**src/rtl/game_supervisor_pkg.sv**
```systemverilog
// Shared definitions for the game supervisor.
// Holds the FSM state encoding, the active-low seven-segment glyphs
// ({g,f,e,d,c,b,a}), the clock-cycles-per-millisecond derivation and the
// saturating three-digit BCD increment used for the score.
package game_supervisor_pkg;

    typedef enum logic [1:0] {
        ST_IDLE = 2'd0,
        ST_ARM  = 2'd1,
        ST_PLAY = 2'd2,
        ST_OVER = 2'd3
    } state_e;

    // Active-low glyphs, bit order {g,f,e,d,c,b,a}.
    localparam logic [6:0] SEG_0     = 7'b1000000;
    localparam logic [6:0] SEG_1     = 7'b1111001;
    localparam logic [6:0] SEG_2     = 7'b0100100;
    localparam logic [6:0] SEG_3     = 7'b0110000;
    localparam logic [6:0] SEG_4     = 7'b0011001;
    localparam logic [6:0] SEG_5     = 7'b0010010;
    localparam logic [6:0] SEG_6     = 7'b0000010;
    localparam logic [6:0] SEG_7     = 7'b1111000;
    localparam logic [6:0] SEG_8     = 7'b0000000;
    localparam logic [6:0] SEG_9     = 7'b0010000;
    localparam logic [6:0] SEG_DASH  = 7'b0111111;
    localparam logic [6:0] SEG_U     = 7'b1000001;
    localparam logic [6:0] SEG_L     = 7'b1000111;
    localparam logic [6:0] SEG_BLANK = 7'b1111111;

    localparam logic [11:0] SCORE_MAX = 12'h999;

    function automatic int cycles_per_ms(input int clk_freq);
        return clk_freq / 1000;
    endfunction

    // Add one to a three-digit BCD value with carry; holds at 999.
    function automatic logic [11:0] bcd_inc(input logic [11:0] s);
        logic [11:0] r;
        r = s;
        if (s != SCORE_MAX) begin
            if (s[3:0] != 4'd9) begin
                r[3:0] = s[3:0] + 4'd1;
            end else begin
                r[3:0] = 4'd0;
                if (s[7:4] != 4'd9) begin
                    r[7:4] = s[7:4] + 4'd1;
                end else begin
                    r[7:4]  = 4'd0;
                    r[11:8] = s[11:8] + 4'd1;
                end
            end
        end
        return r;
    endfunction

endpackage

```
**src/rtl/game_supervisor_seg7_decoder.sv**
```systemverilog
// Combinational BCD to seven-segment decoder.
// Ports: bcd  - 4-bit digit code (0-9 shown, anything else blank)
//        seg  - active-low segments {g,f,e,d,c,b,a}
module seg7_decoder
    import game_supervisor_pkg::*;
(
    input  logic [3:0] bcd,
    output logic [6:0] seg
);

    always_comb begin
        seg = SEG_BLANK;
        case (bcd)
            4'd0:    seg = SEG_0;
            4'd1:    seg = SEG_1;
            4'd2:    seg = SEG_2;
            4'd3:    seg = SEG_3;
            4'd4:    seg = SEG_4;
            4'd5:    seg = SEG_5;
            4'd6:    seg = SEG_6;
            4'd7:    seg = SEG_7;
            4'd8:    seg = SEG_8;
            4'd9:    seg = SEG_9;
            default: seg = SEG_BLANK;
        endcase
    end

endmodule

```
**src/rtl/game_supervisor.sv**
```systemverilog
// Game supervisor: sequences a round (IDLE -> ARM -> PLAY -> OVER), pulses
// the game-core reset, keeps a BCD score and multiplexes a 4-digit display.
// Ports: clk, reset (sync, active-high), start (one-cycle button pulse),
//        killingAlien (one-cycle pulse), victory/defeat (level flags),
//        gameReset (core reset), state (FSM state, also the debug view),
//        score (3 BCD digits), seg (active-low glyph), an (active-low enable).
module game_supervisor #(
    parameter int CLK_FREQ   = 100000000,
    parameter int SCAN_HZ    = 1000,
    parameter int HOLDOFF_MS = 1000,
    parameter int RST_CYCLES = 16
) (
    input  logic        clk,
    input  logic        reset,
    input  logic        start,
    input  logic        killingAlien,
    input  logic        victory,
    input  logic        defeat,
    output logic        gameReset,
    output logic [1:0]  state,
    output logic [11:0] score,
    output logic [6:0]  seg,
    output logic [3:0]  an
);
    import game_supervisor_pkg::*;

    localparam int SCAN_DIV    = (CLK_FREQ / SCAN_HZ > 0) ? CLK_FREQ / SCAN_HZ : 1;
    localparam int SCAN_W      = (SCAN_DIV > 1) ? $clog2(SCAN_DIV) : 1;
    localparam int HOLD_CYCLES = HOLDOFF_MS * cycles_per_ms(CLK_FREQ);
    localparam int HOLD_W      = (HOLD_CYCLES > 0) ? $clog2(HOLD_CYCLES + 1) : 1;
    localparam int ARM_LAST    = (RST_CYCLES > 1) ? RST_CYCLES - 1 : 0;
    localparam int ARM_W       = (RST_CYCLES > 1) ? $clog2(RST_CYCLES) : 1;

    state_e              state_q, state_d;
    logic                won_q, won_d;
    logic [11:0]         score_q, score_d;
    logic [ARM_W-1:0]    arm_cnt_q, arm_cnt_d;
    logic [HOLD_W-1:0]   hold_q, hold_d;
    logic [SCAN_W-1:0]   scan_cnt_q, scan_cnt_d;
    logic [1:0]          digit_q, digit_d;
    logic [6:0]          seg_q, seg_d;
    logic [3:0]          an_q, an_d;
    logic [3:0]          dec_bcd;
    logic [6:0]          dec_seg;
    logic [6:0]          status_seg;

    // Next-state, score and scan logic.
    always_comb begin
        state_d    = state_q;
        won_d      = won_q;
        score_d    = score_q;
        arm_cnt_d  = '0;
        hold_d     = hold_q;
        scan_cnt_d = scan_cnt_q + SCAN_W'(1);
        digit_d    = digit_q;

        if (scan_cnt_q == SCAN_W'(SCAN_DIV - 1)) begin
            scan_cnt_d = '0;
            digit_d    = digit_q + 2'd1;
        end

        case (state_q)
            ST_IDLE: begin
                if (start) begin
                    state_d = ST_ARM;
                    score_d = '0;
                    won_d   = 1'b0;
                end
            end
            ST_ARM: begin
                // gameReset follows ST_ARM, so ARM lasts exactly RST_CYCLES.
                if (arm_cnt_q == ARM_W'(ARM_LAST)) begin
                    state_d = ST_PLAY;
                end else begin
                    arm_cnt_d = arm_cnt_q + ARM_W'(1);
                end
            end
            ST_PLAY: begin
                // A kill on the exit cycle still counts.
                if (killingAlien) begin
                    score_d = bcd_inc(score_q);
                end
                if (defeat) begin
                    state_d = ST_OVER;
                    won_d   = 1'b0;
                    hold_d  = HOLD_W'(HOLD_CYCLES);
                end else if (victory) begin
                    state_d = ST_OVER;
                    won_d   = 1'b1;
                    hold_d  = HOLD_W'(HOLD_CYCLES);
                end
            end
            ST_OVER: begin
                if (hold_q != '0) begin
                    hold_d = hold_q - HOLD_W'(1);
                end else if (start) begin
                    state_d = ST_ARM;
                    score_d = '0;
                    won_d   = 1'b0;
                end
            end
            default: state_d = ST_IDLE;
        endcase
    end

    // Display path works from next-state values so the registered glyph and
    // enable always describe the same digit in the same cycle.
    always_comb begin
        dec_bcd = 4'hF;
        case (digit_d)
            2'd0:    dec_bcd = score_d[3:0];
            2'd1:    dec_bcd = score_d[7:4];
            2'd2:    dec_bcd = score_d[11:8];
            default: dec_bcd = 4'hF;
        endcase
    end

    seg7_decoder u_dec (
        .bcd (dec_bcd),
        .seg (dec_seg)
    );

    always_comb begin
        status_seg = SEG_BLANK;
        case (state_d)
            ST_IDLE: status_seg = SEG_DASH;
            ST_OVER: status_seg = won_d ? SEG_U : SEG_L;
            default: status_seg = SEG_BLANK;
        endcase
        seg_d = (digit_d == 2'd3) ? status_seg : dec_seg;
        an_d  = ~(4'b0001 << digit_d);
    end

    always_ff @(posedge clk) begin
        if (reset) begin
            state_q    <= ST_IDLE;
            won_q      <= 1'b0;
            score_q    <= '0;
            arm_cnt_q  <= '0;
            hold_q     <= '0;
            scan_cnt_q <= '0;
            digit_q    <= 2'd0;
            seg_q      <= SEG_0;
            an_q       <= 4'b1110;
        end else begin
            state_q    <= state_d;
            won_q      <= won_d;
            score_q    <= score_d;
            arm_cnt_q  <= arm_cnt_d;
            hold_q     <= hold_d;
            scan_cnt_q <= scan_cnt_d;
            digit_q    <= digit_d;
            seg_q      <= seg_d;
            an_q       <= an_d;
        end
    end

    // Held high by the supervisor's own reset as well as throughout ARM.
    assign gameReset = reset | (state_q == ST_ARM);
    assign state     = state_q;
    assign score     = score_q;
    assign seg       = seg_q;
    assign an        = an_q;

endmodule
```
**config.mk**
```make
export PLATFORM = sky130hd
export DESIGN_NAME = game_supervisor
export DESIGN_NICKNAME = d
export VERILOG_FILES = /design/src/rtl/game_supervisor_pkg.sv /design/src/rtl/game_supervisor_seg7_decoder.sv /design/src/rtl/game_supervisor.sv
export SDC_FILE = /design/constraint.sdc
export NUM_CORES = 1
export LEC_CHECK = 0
export ABC_AREA = 1
export ABC_CLOCK_PERIOD_IN_PS = 4490
export CAP_MARGIN = 40
export CORE_UTILIZATION = 64
export CTS_CLUSTER_DIAMETER = 100
export DETAILED_ROUTE_END_ITERATION = 8
export PLACE_DENSITY = 0.84
export SYNTH_ARGS = -nofsm -noshare
export SYNTH_HDL_FRONTEND = slang
export SYNTH_HIERARCHICAL = 1
export SYNTH_SLANG_ARGS = --single-unit
```
**constraint.sdc**
```tcl
create_clock -name clk -period 4.49 [get_ports clk]
set_clock_uncertainty 0.05 [all_clocks]
set_input_delay 0.898 -clock clk [delete_from_list [all_inputs] [get_ports clk]]
set_output_delay 0.898 -clock clk [all_outputs]
set_load 0.03 [all_outputs]
```
======== Yosys cells after proc, flatten, opt, wreduce, memory -nomap -nowiden ========
Memories as Yosys holds them, arrays and structs flattened.
Cells that the tools add are included.
cells by class
  add/sub/neg operators ................... 7
  $mul .................................... 0
  div/mod/pow operators ................... 0
  order comparisons ....................... 0
  equality and inequality tests ........... 14
  shift operators ......................... 1
  mux-type cells .......................... 29
  bitwise operators ....................... 3
  reductions and logical operators ........ 8
operator list
  cell                     count
  $mux W27                 3
  $pmux W27 S2             1
  $mux W12                 4
  $pmux W12 S3             1
  $reduce_bool A27 Y1      1
  $sub A27 B1 Y27 const B  1
  $add A17 B1 Y17 const B  1
  $eq A17 B17 Y1 const B   1
  $add A4 B1 Y4 const B    4
  $pmux W7 S2              1
  $mux W2                  6
  $mux W4                  3
  $ne A12 B12 Y1 const B   1
  $pmux W4 S3              1
  $eq A2 B2 Y1 const B     5
  $mux W8                  1
  $ne A4 B4 Y1 const B     2
  $pmux W2 S4              1
  $mux W7                  1
  $logic_not A2 Y1         3
  $eq A2 B1 Y1 const B     2
  $eq A4 B4 Y1 const B     1
  $mux W1                  4
  $not A4 Y4               1
  other kinds (12)         12
storage, ports and cells
  register bits ........................... 76
  bits in latches ......................... 0
  memory bits (writable) .................. 0
  memory bits (read-only) ................. 112
  input port bits ......................... 6
  output and inout bits ................... 26
  logic and storage cells ................. 72
  memories kept ........................... 1
memories
  memory            words  bits a word  rd ports  clocked after Yosys merged registers in  write ports  RTL line                            RTL
  (name not given)  16     7            1         0                                        0            game_supervisor_seg7_decoder.sv:13  case (bcd)

======== Depth between registers and ports, before layout ========
Gate-level depths: netlist of run 1.
An unclocked memory read counts as a cell.
  depth in word-level cells ............... 9
  mapped depth ............................ 22
  gate-level depth less buffers ........... 22

======== Cells and area by module ========
The synthesis of run 1 kept the hierarchy.
modules (own cells, without submodules)
  module           times used  cells an instance  area each (µm²)  sequential area each (µm²)
  game_supervisor  1           610                4250.3           1521.5
  seg7_decoder     1           35                 187.7            0.0

======== Worst setup path after synthesis of run 1 ========
OpenSTA, ideal clock, no wires.
  path kind ............................... register -> register
  from .................................... register score_q[0] (netlist: score[0])
  to ...................................... register seg_q[3] (netlist: seg[3])
  library setup time ...................... 0.132 ns
  data arrival time ....................... 2.489 ns
  required time ........................... 4.308 ns
  slack ................................... 1.818 ns
  stages on the path, launching flop included .. 21
  path buffers ............................ 0
  clock period less this slack ............ 2.672 ns
  cell sequence ........................... dfxtp_1 > ha_1 > nand3_2 > nor2_4 > nand2_2 > nand2_1 > inv_1 > nand2_1 > nand2_1 > inv_1 > o21ai_0 > nand2_1 > nand2_1 > nand3_1 > inv_1 > ha_1 > nand2_1 > nand3_1 > nand2_1 > nand2_1 > a21oi_1
on the way
  cells in the longest elaborated chain, start to end .. 8
  elaborated cells on any way between the ends .. 13
  classes of those cells .................. add/sub: 1; eq/ne: 2; mux: 9; memory: 1
RTL lines
  element                                               RTL line                                              RTL
  from (decl)                                           game_supervisor.sv:36                                 logic [11:0] score_q, score_d;
  from (signal assigned)                                game_supervisor.sv:148                                score_q <= score_d;
  $add A4 B1 Y4 / $ne A4 B4 Y1 (equally long branches)  game_supervisor_pkg.sv:42, game_supervisor_pkg.sv:41
  $mux W4 / $mux W8 (equally long branches)             game_supervisor_pkg.sv:41                             if (s[3:0] != 4'd9) begin
  $mux W12 *                                            game_supervisor_pkg.sv:40                             if (s != SCORE_MAX) begin
  $mux W12 *                                            game_supervisor.sv:80                                 if (killingAlien) begin
  $pmux W12 S3 *                                        game_supervisor.sv:62                                 case (state_q)
  $pmux W4 S3 *                                         game_supervisor.sv:110                                case (digit_d)
  net dec_bcd[1]                                        game_supervisor.sv:43                                 logic [3:0] dec_bcd;
  $mem_v2 Z16 W7 *                                      n/a
  net dec_seg[3]                                        game_supervisor.sv:44                                 logic [6:0] dec_seg;
  $mux W7 *                                             game_supervisor.sv:130                                seg_d = (digit_d == 2'd3) ? status_seg : dec_seg;
  to (signal assigned)                                  game_supervisor.sv:153                                seg_q <= seg_d;
  to (decl)                                             game_supervisor.sv:41                                 logic [6:0] seg_q, seg_d;
The timed path passes the listed nets; every way through them passes the cells marked *.
A chain may end at the register's enable or synchronous reset.

======== Final worst setup path of run 1 ========
  from .................................... input port killingAlien
  to ...................................... register seg_q[3] (netlist: seg[3])
on the way
  cells in the longest elaborated chain, start to end .. 5
RTL lines
  element         RTL line                RTL
  from (decl)     game_supervisor.sv:16   input logic killingAlien,
  $mux W12        game_supervisor.sv:80
  $pmux W12 S3    game_supervisor.sv:62
  $pmux W4 S3     game_supervisor.sv:110
  net dec_bcd[1]  game_supervisor.sv:43
  $mem_v2 Z16 W7  n/a
  net dec_seg[3]  game_supervisor.sv:44
  $mux W7         game_supervisor.sv:130
The timed path passes the listed nets, and every way through them passes these cells.

==> flow_metrics.env, run 1 <==
export IMPL_diodes=0
export IMPL_clk_pin_slew_ns=0.09
export IMPL_power_internal_mw=0.961
export IMPL_outcome="complete, no violations"
export IMPL_dpl_cell_count=744
export IMPL_async_flop_share_pct=0
export IMPL_setup_violations=0
export IMPL_final_nets=702
export IMPL_fin_ws_ns=1.27
export IMPL_synth_edf_count=0
export IMPL_grt_pass1_wl_um=16700
export IMPL_post_cts_buffers=0
export IMPL_ioPinCount=32
export IMPL_fin_tns_setup_ns=0
export IMPL_hpwl_um=7290
export IMPL_cts_resized_gates=0
export IMPL_start_util_pct=68.0
export IMPL_finalHoldViolations=0
export IMPL_wl_per_cell_um=13.1
export IMPL_p_seq_share_pct=52.8
export IMPL_tightest_slew_ns=0.631
export IMPL_syn_nets=669
export IMPL_clkPwrFrac_pct=43.7
export IMPL_cp_max_fo=7
export IMPL_routabilityCongestion=0.928
export IMPL_cp_start_kind="input port"
export IMPL_yosysSeqAreaShare_pct=34.3
export IMPL_dr_total_vias=4198
export IMPL_h_tree_depth=3
export IMPL_drc_errors=0
export IMPL_ys_ff_latch=76
export IMPL_ys_flop_type="dfxtp_1"
export IMPL_required_ns=4.68
export IMPL_drive_above_1_share_pct=9.52
export IMPL_finalCritPeriodShare_pct=71.6
export IMPL_vias_per_cell=5.52
export IMPL_switchingPower_mw=0.326
export IMPL_seq_area_um2=1520
export IMPL_drtIter0Drc=194
export IMPL_grt_pass1_vias=3813
export IMPL_report_final_slew_viol_count=0
export IMPL_rows=29
export IMPL_multi_input_area_um2=2540
export IMPL_dr_pass1_iters=7
export IMPL_slew_headroom_pct=57.7
export IMPL_cp_arrival_ns=3.41
export IMPL_antenna_found_initial=0
export IMPL_numClockSinks=76
export IMPL_cts_tree="yes"
export IMPL_layout_cells_non_filler=760
export IMPL_vdd_drop_max_v=0.000192
export IMPL_dp_slack_ns=0.954
export IMPL_layout_common_cells="nand2_1, nor2_1, inv_1, dfxtp_1"
export IMPL_synth_cell_types=46
export IMPL_hold_path_class="reg -> reg"
export IMPL_final_common_cell="nand2_1"
export IMPL_syn_avg_cell_area_um2=6.88
export IMPL_routed_wl_um=9930
export IMPL_ant_nets=0
export IMPL_cts_root_buffer="clkbuf_8"
export IMPL_fin_crit_ns=3.22
export IMPL_syn_cell_area_um2=4440
export IMPL_ys_warn_count=6
export IMPL_die_area_um2=7270
export IMPL_swShare_pct=25.3
export IMPL_grt_overflow=0
export IMPL_fmax_mhz=311
export IMPL_grt_max_degree=38
export IMPL_die_x_um=85.3
export IMPL_die_h_um=85.3
export IMPL_synthCells=645
export IMPL_power_density_nw_per_um2=257
export IMPL_area_growth_pct=12.7
export IMPL_core_area_um2=6530
export IMPL_cts_buffer_depth=2
export IMPL_grt_setup_unrepaired="false"
export IMPL_path_class="in -> reg"
export IMPL_whs_ns=0.410
export IMPL_postCtsHoldBufs=0
export IMPL_grtUsageTotal_pct=28.6
export IMPL_leakagePower_nw=2.26
export IMPL_nFillCells=512
export IMPL_pwr_share_comb_pct=3.5
export IMPL_setup_worst_path_end_class="register"
export IMPL_clk_latency_ns=0.36
export IMPL_cts_made_buffers=9
export IMPL_port_buffers=31
export IMPL_timing_max_cap_violations=0
==> path summary, 6_finish.rpt <==
kind / start / to / slack (ns) / depth (start not counted)
min reg2reg: scan_cnt_q[0]$_SDFF_PP0_ / scan_cnt_q[0]$_SDFF_PP0_ / 0.41 / 1
max reg2reg: score[0]$_SDFF_PP0_ / seg[3]$_SDFF_PP0_ / 1.63 / 17
max: killingAlien / seg[3]$_SDFF_PP0_ / 1.27 / 15
min: scan_cnt_q[0]$_SDFF_PP0_ / scan_cnt_q[0]$_SDFF_PP0_ / 0.41 / 1
==> metrics by stage <==
| step | area, um^2 | power, mW | util, % |
|---|---|---|---|
| floorplan | 4440 | 0.725 | - |
| global placement | 4790 | 0.740 | 73.4 |
| detailed placement | 4790 | 0.741 | 73.4 |
| CTS | 5000 | 1.29 | 76.6 |
| global route | 5000 | 1.33 | 76.6 |
| finish | 5000 | 1.29 | 76.6 |
==> synthesized netlist by cell type (2+ instances only) <==
cell type | number | area, um^2
a211oi_2 | 2 | 25.0
a21oi_1 | 43 | 215
a21oi_4 | 2 | 32.5
buf_6 | 2 | 22.5
clkbuf_1 | 6 | 22.5
dfxtp_1 | 76 | 1520
ha_1 | 18 | 225
inv_1 | 79 | 297
inv_2 | 5 | 18.8
nand2_1 | 151 | 567
nand2_2 | 5 | 31.3
nand2_4 | 4 | 45.0
nand3_1 | 43 | 215
nand3_2 | 5 | 50.1
nand3b_1 | 2 | 15.0
nand4_1 | 9 | 56.3
nor2_1 | 83 | 312
nor2_2 | 5 | 31.3
nor2_4 | 5 | 56.3
nor3_1 | 12 | 60.1
nor3_2 | 3 | 30.0
nor3b_1 | 3 | 22.5
o211ai_1 | 3 | 22.5
o21ai_0 | 31 | 155
o21ai_1 | 2 | 10.0
o21ai_2 | 4 | 35.0
or2_1 | 2 | 12.5
or2_2 | 3 | 18.8
xnor2_1 | 11 | 96.3
xor2_1 | 10 | 87.6
==> cell families (layout without fill, tap and decap cells) <==
logic type | count (synthesis) | after routing | synth area share (%)
adder cells (fa/ha/maj) | 18 | 18 | 5.07
buffers and inverters | 95 | 133 | 8.43
flip-flops | 76 | 76 | 34.3
AND/OR/NAND/NOR | 342 | 342 | 35.9
AO/OA/AOI/OAI | 93 | 93 | 12.2
XOR/XNOR | 21 | 21 | 4.14
==> metal layers <==
metal,global-route usage [%],vias up,part of all wire [%]
met5,0,-,0
met2,51.0,128,50
met3,6.42,21,6.1
met4,8.33,0,1.6
li1,-,2139,-
met1,34.5,1910,43
==> critical path, stage by stage <==
cell and delay (ns):
clkdlybuf4s50_1 0.60, inv_1 0.14, nor2_1 0.16, nand3_1 0.11
or3_1 0.32, nand2_1 0.09, nand2_1 0.05, nand3_1 0.22
inv_1 0.13, ha_1 0.30, nand2_1 0.07, nand3_1 0.12
nand2_1 0.06, nand2_1 0.09, a21oi_1 0.06
==> power groups by stage <==
stage,registers (mW),logic (mW),clock network (mW)
final,0.680,0.0455,0.563
after global routing,0.680,0.0503,0.602
after detailed placement,0.696,0.0454,0
after floorplan,0.696,0.0287,0
after global placement,0.695,0.0446,0
after CTS,0.680,0.0456,0.568
==> state kept, by name, indices dropped and copies added, names as in the netlist <==
register and flops:
seg 7, scan_cnt_q 17, score 12, state 2
an 4, digit_q 2, won_q 1, arm_cnt_q 4
hold_q 27
==> cell type report <==
cell class,instances,area share (%)
Clock buffer,9,2.48
Sequential cell,76,30.4
Multi-Input combinational cell,474,50.8
Clock inverter,7,1.70
Timing Repair Buffer,32,6.30
Inverter,85,6.38
Tap cell,77,1.93
Note: power is estimated with default switching activity, not from simulation.
==> inputs of run 2 (changes only) <==
Settings changed: ABC_CLOCK_PERIOD_IN_PS 4490 to 3100, CORE_UTILIZATION 64 to 59, PLACE_DENSITY 0.84 to 0.78.
Clock period 4.49 ns to 3.1 ns, I/O delays scaled along.
==> run 2 against run 1 <==
  * Combinational power rose by 51%
  * Core utilization fell by 6.5 points
  * Flip-flop and latch count did not move
  * Highest routed layer unchanged
  * Count of clock-buffer cells in the layout rose by 1
  * Non-clock buffer count rose by 7
  * Sequential share of layout area fell by 0.44 points
  * Routed wire length rose by 0.32%
  * Global-route usage fell by 1.4 points
  * Via count rose by 0.57%
  * Clock power rose by 40%
  * Total power rose by 43%
==> flow_metrics.env, run 2 (same netlist as run 1, synthesis figures left out) <==
export IMPL_outcome="complete, no violations"
export IMPL_drive_above_1_share_pct=10.7
export IMPL_dr_total_vias=4222
export IMPL_final_nets=709
export IMPL_fin_ws_ns=0.301
export IMPL_leakagePower_nw=2.30
export IMPL_cp_start_kind="input port"
export IMPL_regMostFlops="hold_q"
export IMPL_required_ns=3.34
export IMPL_start_util_pct=61.2
export IMPL_grt_pass1_vias=3779
export IMPL_crit_path_top_delay_cell="clkdlybuf4s50_1"
export IMPL_hpwl_um=7450
export IMPL_setup_violations=0
export IMPL_nFillCells=628
export IMPL_cts_made_buffers=9
export IMPL_drtIter0Drc=228
export IMPL_timing_max_cap_violations=0
export IMPL_cp_max_fo=5
export IMPL_diodes=0
export IMPL_reg2reg_to="seg[3]$_SDFF_PP0_"
export IMPL_clk_pin_slew_ns=0.08
export IMPL_port_buffers=31
export IMPL_drc_errors=0
export IMPL_clk_latency_ns=0.35
export IMPL_tightest_slew_ns=0.574
export IMPL_grt_overflow=0
export IMPL_die_h_um=88.7
export IMPL_routed_wl_um=9960
export IMPL_report_final_slew_viol_count=0
export IMPL_grt_pass1_wl_um=16600
export IMPL_cpPeakStageDelay_ns=0.59
export IMPL_power_density_nw_per_um2=363
export IMPL_vdd_drop_max_v=0.000243
export IMPL_dp_slack_ns=0.0102
export IMPL_layout_common_cells="nand2_1, nor2_1, inv_1, dfxtp_1"
export IMPL_ioPinCount=32
export IMPL_cp_arrival_ns=3.04
export IMPL_finalHoldViolations=0
export IMPL_reg2reg_from="score[0]$_SDFF_PP0_"
export IMPL_vias_per_cell=5.35
export IMPL_routabilityCongestion=0.931
export IMPL_setup_worst_path_end_class="register"
export IMPL_crit_chain="clkdlybuf4s50_1 -> nand2_1 -> inv_1 -> nand2_1 -> nand2_1 -> inv_1 -> o21ai_0 -> nand2_1 -> nand2_1 -> nand3_1 -> inv_1 -> ha_1 -> nand2_1 -> nand3_1 -> nand2_1 -> nand2_1 -> a21oi_1"
export IMPL_cts_buffer_depth=2
export IMPL_die_area_um2=7870
export IMPL_dr_pass1_iters=5
export IMPL_area_growth_pct=14.6
export IMPL_critPathCapture="seg[3]$_SDFF_PP0_"
export IMPL_finalCritPeriodShare_pct=90.3
export IMPL_grtUsageTotal_pct=27.2
export IMPL_crit_top_cell="nand2_1"
export IMPL_postCtsHoldBufs=0
export IMPL_h_tree_depth=3
export IMPL_hold_path_class="reg -> reg"
export IMPL_slew_headroom_pct=61.6
export IMPL_rows=31
export IMPL_fin_tns_setup_ns=0
export IMPL_grt_setup_unrepaired="false"
export IMPL_utilization_pct=70.1
export IMPL_fin_crit_ns=2.80
export IMPL_numClockSinks=76
export IMPL_antenna_found_initial=0
export IMPL_path_class="in -> reg"
export IMPL_fmax_mhz=357
export IMPL_die_x_um=88.7
export IMPL_largest_register_ffs=27
export IMPL_reg2reg_slack_ns=0.31
export IMPL_grt_max_degree=38
export IMPL_rr_worst_depth=17
export IMPL_final_common_cell="nand2_1"
export IMPL_ant_nets=0
export IMPL_wl_per_cell_um=12.6
export IMPL_cts_tree="yes"
export IMPL_crit_start="killingAlien"
export IMPL_core_area_um2=7250
export IMPL_cts_root_buffer="clkbuf_8"
[run 2: repair_timing]
action,in CTS,in global routing
endpoints found under the setup margin,0,2
setup buffers,0,1
gates resized for setup,0,3
[run 2: how the worst min path moves through the flow]
stage,startpoint,endpoint,slack [ns],depth (start not counted)
3_5_place_dp,scan_cnt_q[0]$_SDFF_PP0_,scan_cnt_q[0]$_SDFF_PP0_,0.39,1
3_3_place_gp,scan_cnt_q[0]$_SDFF_PP0_,scan_cnt_q[0]$_SDFF_PP0_,0.38,1
6_report,scan_cnt_q[0]$_SDFF_PP0_,scan_cnt_q[0]$_SDFF_PP0_,0.40,1
5_1_grt,arm_cnt_q[0]$_SDFF_PP0_,arm_cnt_q[0]$_SDFF_PP0_,0.44,1
4_1_cts,scan_cnt_q[0]$_SDFF_PP0_,scan_cnt_q[0]$_SDFF_PP0_,0.40,1
2_1_floorplan,arm_cnt_q[0]$_SDFF_PP0_,arm_cnt_q[0]$_SDFF_PP0_,0.37,1
[run 2: per-layer routing]
metal / GRT usage [%] / part of all wire, % / vias to the layer above
li1: - / - / 2152
met1: 33.8 / 45 / 1916
met2: 46.5 / 48 / 126
met3: 5.69 / 4.9 / 28
met4: 9.68 / 2.3 / 0
met5: 0 / 0 / -
[run 2: final cells by class]
class	instances	area [um^2]	share of cell area [%]
multi-input cells	474	2540	50.0
flip-flops and latches	76	1520	30.0
repair buffers	39	368	7.23
inverters	85	319	6.27
clock buffers	10	138	2.71
well taps	99	124	2.44
clock inverters	6	70.1	1.38
[run 2: per-stage QoR]
step           hold slack (ns)  instance area (um^2)  power, mW  instances
3_5_place_dp             0.388                  4870       1.08        772
4_1_cts                  0.399                  5070       1.86        788
5_1_grt                  0.438                  5080       1.91        789
6_report                 0.402                  5080       1.84        789
2_1_floorplan            0.368                  4440       1.05        645
3_3_place_gp             0.378                  4870       1.07        772
[run 2: critical path: cells and delay by family]
| kind | cells | cell delay (ns) |
|---|---|---|
| AO/OA/AOI/OAI | 2 | 0.35 |
| adder cells (fa/ha/maj) | 1 | 0.24 |
| buffers and inverters | 4 | 0.91 |
| AND/OR/NAND/NOR | 10 | 0.92 |
[run 2: power by group]
group	switching (mW)	leakage [nW]	total, mW	internal [mW]
registers	0.00380	0.614	0.984	0.980
clock network	0.390	0.107	0.791	0.401
logic	0.0479	1.58	0.0689	0.0210
==> inputs of run 3 (changes only) <==
Settings changed: SLEW_MARGIN set to 0.
==> results of run 3 <==
The final DEF is identical to that of run 2; final timing and power are the same.
